<file path="config.mk">
export PLATFORM = sky130hd
export DESIGN_NAME = i2c_tx_timer
export DESIGN_NICKNAME = d
export VERILOG_FILES = /design/src/rtl/i2c_pkg.sv /design/src/rtl/flex_counter.sv /design/src/rtl/i2c_tx_timer.sv
export SDC_FILE = /design/constraint.sdc
export NUM_CORES = 1
export LEC_CHECK = 0
export CAP_MARGIN = 10
export CORE_MARGIN = 2
export CORE_UTILIZATION = 35
export CTS_BUF_LIST = sky130_fd_sc_hd__clkbuf_8
export DETAILED_ROUTE_END_ITERATION = 16
export HOLD_SLACK_MARGIN = 0.06
export PLACE_DENSITY = 0.62
export SYNTH_ARGS = -nofsm -noshare
export SYNTH_HDL_FRONTEND = slang
export SYNTH_SLANG_ARGS = --single-unit
</file>
<file path="constraint.sdc">
create_clock -name clk -period 4 [get_ports clk]
set_input_delay 0.8 -clock clk [delete_from_list [all_inputs] [get_ports clk]]
set_output_delay 0.8 -clock clk [all_outputs]
set_load 0.1 [all_outputs]
</file>
<file path="src/rtl/i2c_pkg.sv">
// Shared I2C slave definitions: transmit-sequencer state encoding and bus constants.
package i2c_pkg;

    localparam int I2C_BYTE_BITS = 8;
    localparam logic SDA_RELEASE = 1'b1;

    typedef enum logic [2:0] {
        TX_IDLE     = 3'd0,
        TX_SHIFT    = 3'd1,
        TX_ACK_WAIT = 3'd2,
        TX_ACK_HOLD = 3'd3,
        TX_STRETCH  = 3'd4
    } i2c_tx_state_t;

endpackage

</file>
<file path="src/rtl/flex_counter.sv">
// Parameterised up-counter with synchronous clear; holds at rollover_val instead of wrapping.
module flex_counter #(
    parameter int NUM_CNT_BITS = 4
) (
    input  logic                    clk,
    input  logic                    rst,
    input  logic                    clear,
    input  logic                    count_enable,
    input  logic [NUM_CNT_BITS-1:0] rollover_val,
    output logic [NUM_CNT_BITS-1:0] count_out,
    output logic                    rollover_flag
);

    logic [NUM_CNT_BITS-1:0] count_reg;
    logic [NUM_CNT_BITS-1:0] count_next;

    always_ff @(posedge clk or posedge rst) begin
        if (rst) begin
            count_reg <= '0;
        end else begin
            count_reg <= count_next;
        end
    end

    // Clear wins over enable so a load in the same cycle as a stray edge starts from zero.
    always_comb begin
        count_next = count_reg;
        if (clear) begin
            count_next = '0;
        end else if (count_enable && (count_reg != rollover_val)) begin
            count_next = count_reg + 1'b1;
        end
    end

    assign count_out     = count_reg;
    assign rollover_flag = (count_reg == rollover_val);

endmodule

</file>
<file path="src/rtl/i2c_tx_timer.sv">
// Slave-side I2C transmit sequencer: shifts a byte out MSB-first, then samples the master's ACK.
// Define I2C_TX_CLOCK_STRETCH_EN to add tx_valid/scl_hold clock stretching when the next byte is late.
module i2c_tx_timer
    import i2c_pkg::*;
#(
    parameter int BYTE_BITS = I2C_BYTE_BITS,
    parameter int CNT_BITS  = 4
) (
    input  logic                 clk,
    input  logic                 rst,
    input  logic                 rising_edge_found,
    input  logic                 falling_edge_found,
    input  logic                 start_found,
    input  logic                 stop_found,
    input  logic                 tx_load,
    input  logic [BYTE_BITS-1:0] tx_data,
    input  logic                 sda_in,
`ifdef I2C_TX_CLOCK_STRETCH_EN
    input  logic                 tx_valid,
    output logic                 scl_hold,
`endif
    output logic                 sda_out,
    output logic                 tx_busy,
    output logic                 byte_sent,
    output logic                 load_next,
    output logic                 ack_received,
    output logic                 nack_received
);

    i2c_tx_state_t        state_reg;
    i2c_tx_state_t        state_next;
    logic [BYTE_BITS-1:0] shift_reg;
    logic [BYTE_BITS-1:0] shift_next;

    logic                 rise;
    logic                 fall;
    logic                 abort;
    logic                 data_ready;
    logic                 cnt_clear;
    logic                 cnt_enable;
    logic                 byte_done;
    logic [CNT_BITS-1:0]  bit_count;
    logic                 bit_count_unused;

    // Coincident edge pulses carry no usable SCL information, so both are dropped.
    assign rise  = rising_edge_found & ~falling_edge_found;
    assign fall  = falling_edge_found & ~rising_edge_found;
    assign abort = (start_found | stop_found) & (state_reg != TX_IDLE);

`ifdef I2C_TX_CLOCK_STRETCH_EN
    assign data_ready = tx_valid;
    assign scl_hold   = (state_reg == TX_STRETCH);
`else
    assign data_ready = 1'b1;
`endif

    assign cnt_enable = rise & (state_reg == TX_SHIFT) & ~abort;

    flex_counter #(
        .NUM_CNT_BITS(CNT_BITS)
    ) u_bit_counter (
        .clk          (clk),
        .rst          (rst),
        .clear        (cnt_clear),
        .count_enable (cnt_enable),
        .rollover_val (CNT_BITS'(BYTE_BITS)),
        .count_out    (bit_count),
        .rollover_flag(byte_done)
    );

    assign bit_count_unused = ^bit_count;

    always_ff @(posedge clk or posedge rst) begin
        if (rst) begin
            state_reg <= TX_IDLE;
            shift_reg <= '1;
        end else begin
            state_reg <= state_next;
            shift_reg <= shift_next;
        end
    end

    always_comb begin
        state_next    = state_reg;
        shift_next    = shift_reg;
        cnt_clear     = 1'b0;
        byte_sent     = 1'b0;
        load_next     = 1'b0;
        ack_received  = 1'b0;
        nack_received = 1'b0;
        if (abort) begin
            state_next = TX_IDLE;
            cnt_clear  = 1'b1;
        end else begin
            case (state_reg)
                TX_IDLE: begin
                    if (tx_load) begin
                        shift_next = tx_data;
                        cnt_clear  = 1'b1;
                        state_next = TX_SHIFT;
                    end
                end
                TX_SHIFT: begin
                    if (fall) begin
                        if (byte_done) begin
                            byte_sent  = 1'b1;
                            state_next = TX_ACK_WAIT;
                        end else begin
                            shift_next = {shift_reg[BYTE_BITS-2:0], 1'b1};
                        end
                    end
                end
                TX_ACK_WAIT: begin
                    if (rise) begin
                        if (!sda_in) begin
                            ack_received = 1'b1;
                            load_next    = 1'b1;
                            state_next   = TX_ACK_HOLD;
                        end else begin
                            nack_received = 1'b1;
                            state_next    = TX_IDLE;
                        end
                    end
                end
                TX_ACK_HOLD: begin
                    if (fall) begin
                        if (data_ready) begin
                            shift_next = tx_data;
                            cnt_clear  = 1'b1;
                            state_next = TX_SHIFT;
                        end else begin
                            state_next = TX_STRETCH;
                        end
                    end
                end
                TX_STRETCH: begin
                    // SCL is held low here, so only the late data (or an abort) moves us on.
                    if (data_ready) begin
                        shift_next = tx_data;
                        cnt_clear  = 1'b1;
                        state_next = TX_SHIFT;
                    end
                end
                default: begin
                    state_next = TX_IDLE;
                end
            endcase
        end
    end

    assign tx_busy = (state_reg != TX_IDLE);
    assign sda_out = (state_reg == TX_SHIFT) ? shift_reg[BYTE_BITS-1] : SDA_RELEASE;

endmodule

</file>
==> flow_metrics.tcl <==
set metrics [dict create \
    cts_tree "built" \
    core_um2 2500 \
    tightest_slew_ns 0.956 \
    dp_hpwl_mm 1.33 \
    r2r-end "shift_reg[3]" \
    final.period_utilization 0.735 \
    avgSynthCellArea_um2 10.7 \
    drv_slew 0 \
    crit_slowest_cell "clkdlybuf4s50_1" \
    drcViolationCount 0 \
    viasPerCell 5.04 \
    globalRouteTotalUtil 0.121 \
    worstSetupPathDepth 4 \
    path_clk_slew_ns 0.05 \
    synth_warnings 0 \
    ir_worst_vdd_mv 0.388 \
    reg2reg_depth 5 \
    cts_hold_buf 0 \
    rsz0062_at_grt "no" \
    avgRoutedWirePerCell_um 12.1 \
    arrival_ns 2.14 \
    postRouteAntennaNets 0 \
    yosys_register_bits 14 \
    seq_area_frac_synth 0.388 \
    first_pass_iters 4 \
    critical-path-max-stage-delay_ns 1.12 \
    antenna_found_initial 0 \
    synthTopCellsByArea "dfstp_2 23%, mux2_2 17%, dfrtp_1 16%" \
    core.rowCount 18 \
    rrSetupSlack_ns 1.97 \
    clockRootBuffer "clkbuf_8" \
    grt-ovfl-total 0 \
    worst-path-buf-inv 3 \
    use_met1 0.146 \
    grt_first_pass_wirelength_mm 3.02 \
    async_reset_ff_frac 1.00 \
    syn-num-nets 109 \
    syn_area_um2 928 \
    crit_chain "inv_1 -> ha_1 -> inv_1 -> clkdlybuf4s50_1" \
    hold_depth 2 \
    synth_commonest_cells "14 x mux2_2, 8 x dfstp_2, 8 x inv_1" \
    gpl.final_weighted_congestion 0.803 \
    cp-startpoint "state_reg[0]" \
    portBuffers 21 \
    initial_core_util 0.371 \
    die_y_um 55.5 \
    drv_cap 0 \
    hold_viol 0 \
    synth_top_area_cell "dfstp_2" \
    drt_iter0_drc 8 \
    crit_required_ns 3.20 \
    status "completed" \
    finalWirelength_mm 1.70 \
    yosys.cell_count.top_type "mux2_2" \
    grtUsageMet2 0.204 \
    fin_tns_setup_ns 0 \
    path_common_cell "inv_1" \
    layout-drive-gt1-share 0.318 \
    finClkSkew_ns 0.000881 \
    met3_usage 0.0211 \
    nets 133 \
    dieArea_um2 3080 \
    worstSetupPathType "reg -> out" \
    vias 705 \
    p_leak_nw 0.507 \
    clock_latency_ns 0.24 \
    num_antenna_cells 0 \
    synth_top_area_frac 0.226 \
    hold_slack_ns 0.470 \
    synthFlopType "dfstp_2" \
    critPathTopFamily "buffers and inverters" \
    clk_path_buf_depth 2 \
    syn_inst 87 \
    path_max_fanout 5 \
    yosysUniqueCellTypes 33 \
    hold_path_class "reg -> reg" \
    grt_max_degree 16 \
    max_freq_mhz 340 \
    post_cts_resize_count 0 \
    relSlewSlack 0.361 \
    reg2reg_from "state_reg[1]" \
    grt_pass1_vias 715 \
    h-tree-depth 1 \
    setup_viol 0 \
    critPathLaunchType "flip-flop" \
    busiest_layer "met2" \
    boundaryPins 22 \
    p_per_area_nw_per_um2 680 \
    synth_edf_count 0 \
    die_w_um 55.5 \
    fill_cells 254 \
    critPathCapture "tx_busy" \
    syn_to_final_growth_pct 30.6 \
    cts_sinks 14 \
    fin_crit_ns 2.94 \
    numCtsBuffers 3 \
    largest_reg_flops 8 \
    end_kind "primary output" \
    utilization 0.485 \
    postCtsSetupBuffers 0 \
]
-- routing by layer --
layer / vias up / part of all wire
met5: - / 0
met4: 0 / 0.022
met3: 5 / 0.072
met2: 25 / 0.46
met1: 321 / 0.45
li1: 354 / -
-- worst reg2reg max path: cells and delay by family (launching register included) --
family / cells / cell delay, ns
buffers and inverters: 1 / 0.08
flip-flops: 1 / 0.37
adder cells (fa/ha/maj): 1 / 0.38
multiplexers: 1 / 0.40
AO/OA/AOI/OAI: 2 / 0.73
-- worst min path at each step --
stage,end,start
5_1_grt,shift_reg[0],shift_reg[0]
2_1_floorplan,shift_reg[0],shift_reg[0]
6_report,shift_reg[0],shift_reg[0]
4_1_cts,shift_reg[0],shift_reg[0]
3_5_place_dp,shift_reg[0],shift_reg[0]
3_3_place_gp,shift_reg[0],shift_reg[0]
-- placed cells by master, fill, tap and decap left out, types with 3 or more instances in the layout --
cell / netlist / layout
clkbuf_8: 0 / 4
o21ai_0: 3 / 3
dfstp_2: 8 / 8
clkdlybuf4s50_1: 0 / 16
nor3_1: 4 / 3
nand2b_1: 3 / 3
dfrtp_1: 6 / 6
ha_1: 6 / 6
inv_1: 8 / 8
nand2_1: 3 / 3
mux2_2: 14 / 14
nor2_1: 4 / 4
buf_4: 1 / 5
-- cell families after synthesis --
kind of cell | Yosys count | synth area share
adder cells (fa/ha/maj) | 6 | 0.0809
flip-flops | 14 | 0.388
multiplexers | 16 | 0.191
AND/OR/NAND/NOR | 25 | 0.159
XOR/XNOR | 1 | 0.00944
AO/OA/AOI/OAI | 15 | 0.127
buffers and inverters | 10 | 0.0445
-- layout make-up --
type,instances,area (um^2),share of cell area
Multi-Input combinational cell,63,532,0.439
Sequential cell,14,360,0.297
Timing Repair Buffer,21,198,0.163
Clock buffer,4,55.1,0.0454
Tap cell,30,37.5,0.0310
Inverter,8,30.0,0.0248
-- report_power, final --
group          total [mW]  internal, mW  switching, mW
logic               0.437         0.197          0.241
clock network       0.135        0.0872         0.0476
registers           0.253         0.226         0.0265
total               0.825         0.510          0.315
-- through the flow --
stage | cells | power (mW) | instance area [um^2] | setup slack [ns]
2_1_floorplan | 87 | 0.607 | 933 | 0.0998
3_3_place_gp | 136 | 0.689 | 1160 | 1.16
3_5_place_dp | 136 | 0.699 | 1160 | 1.16
4_1_cts | 140 | 0.839 | 1210 | 1.04
5_1_grt | 140 | 0.885 | 1210 | 0.967
6_report | 140 | 0.825 | 1210 | 1.06
No activity file was read; power rests on OpenSTA's default activity.
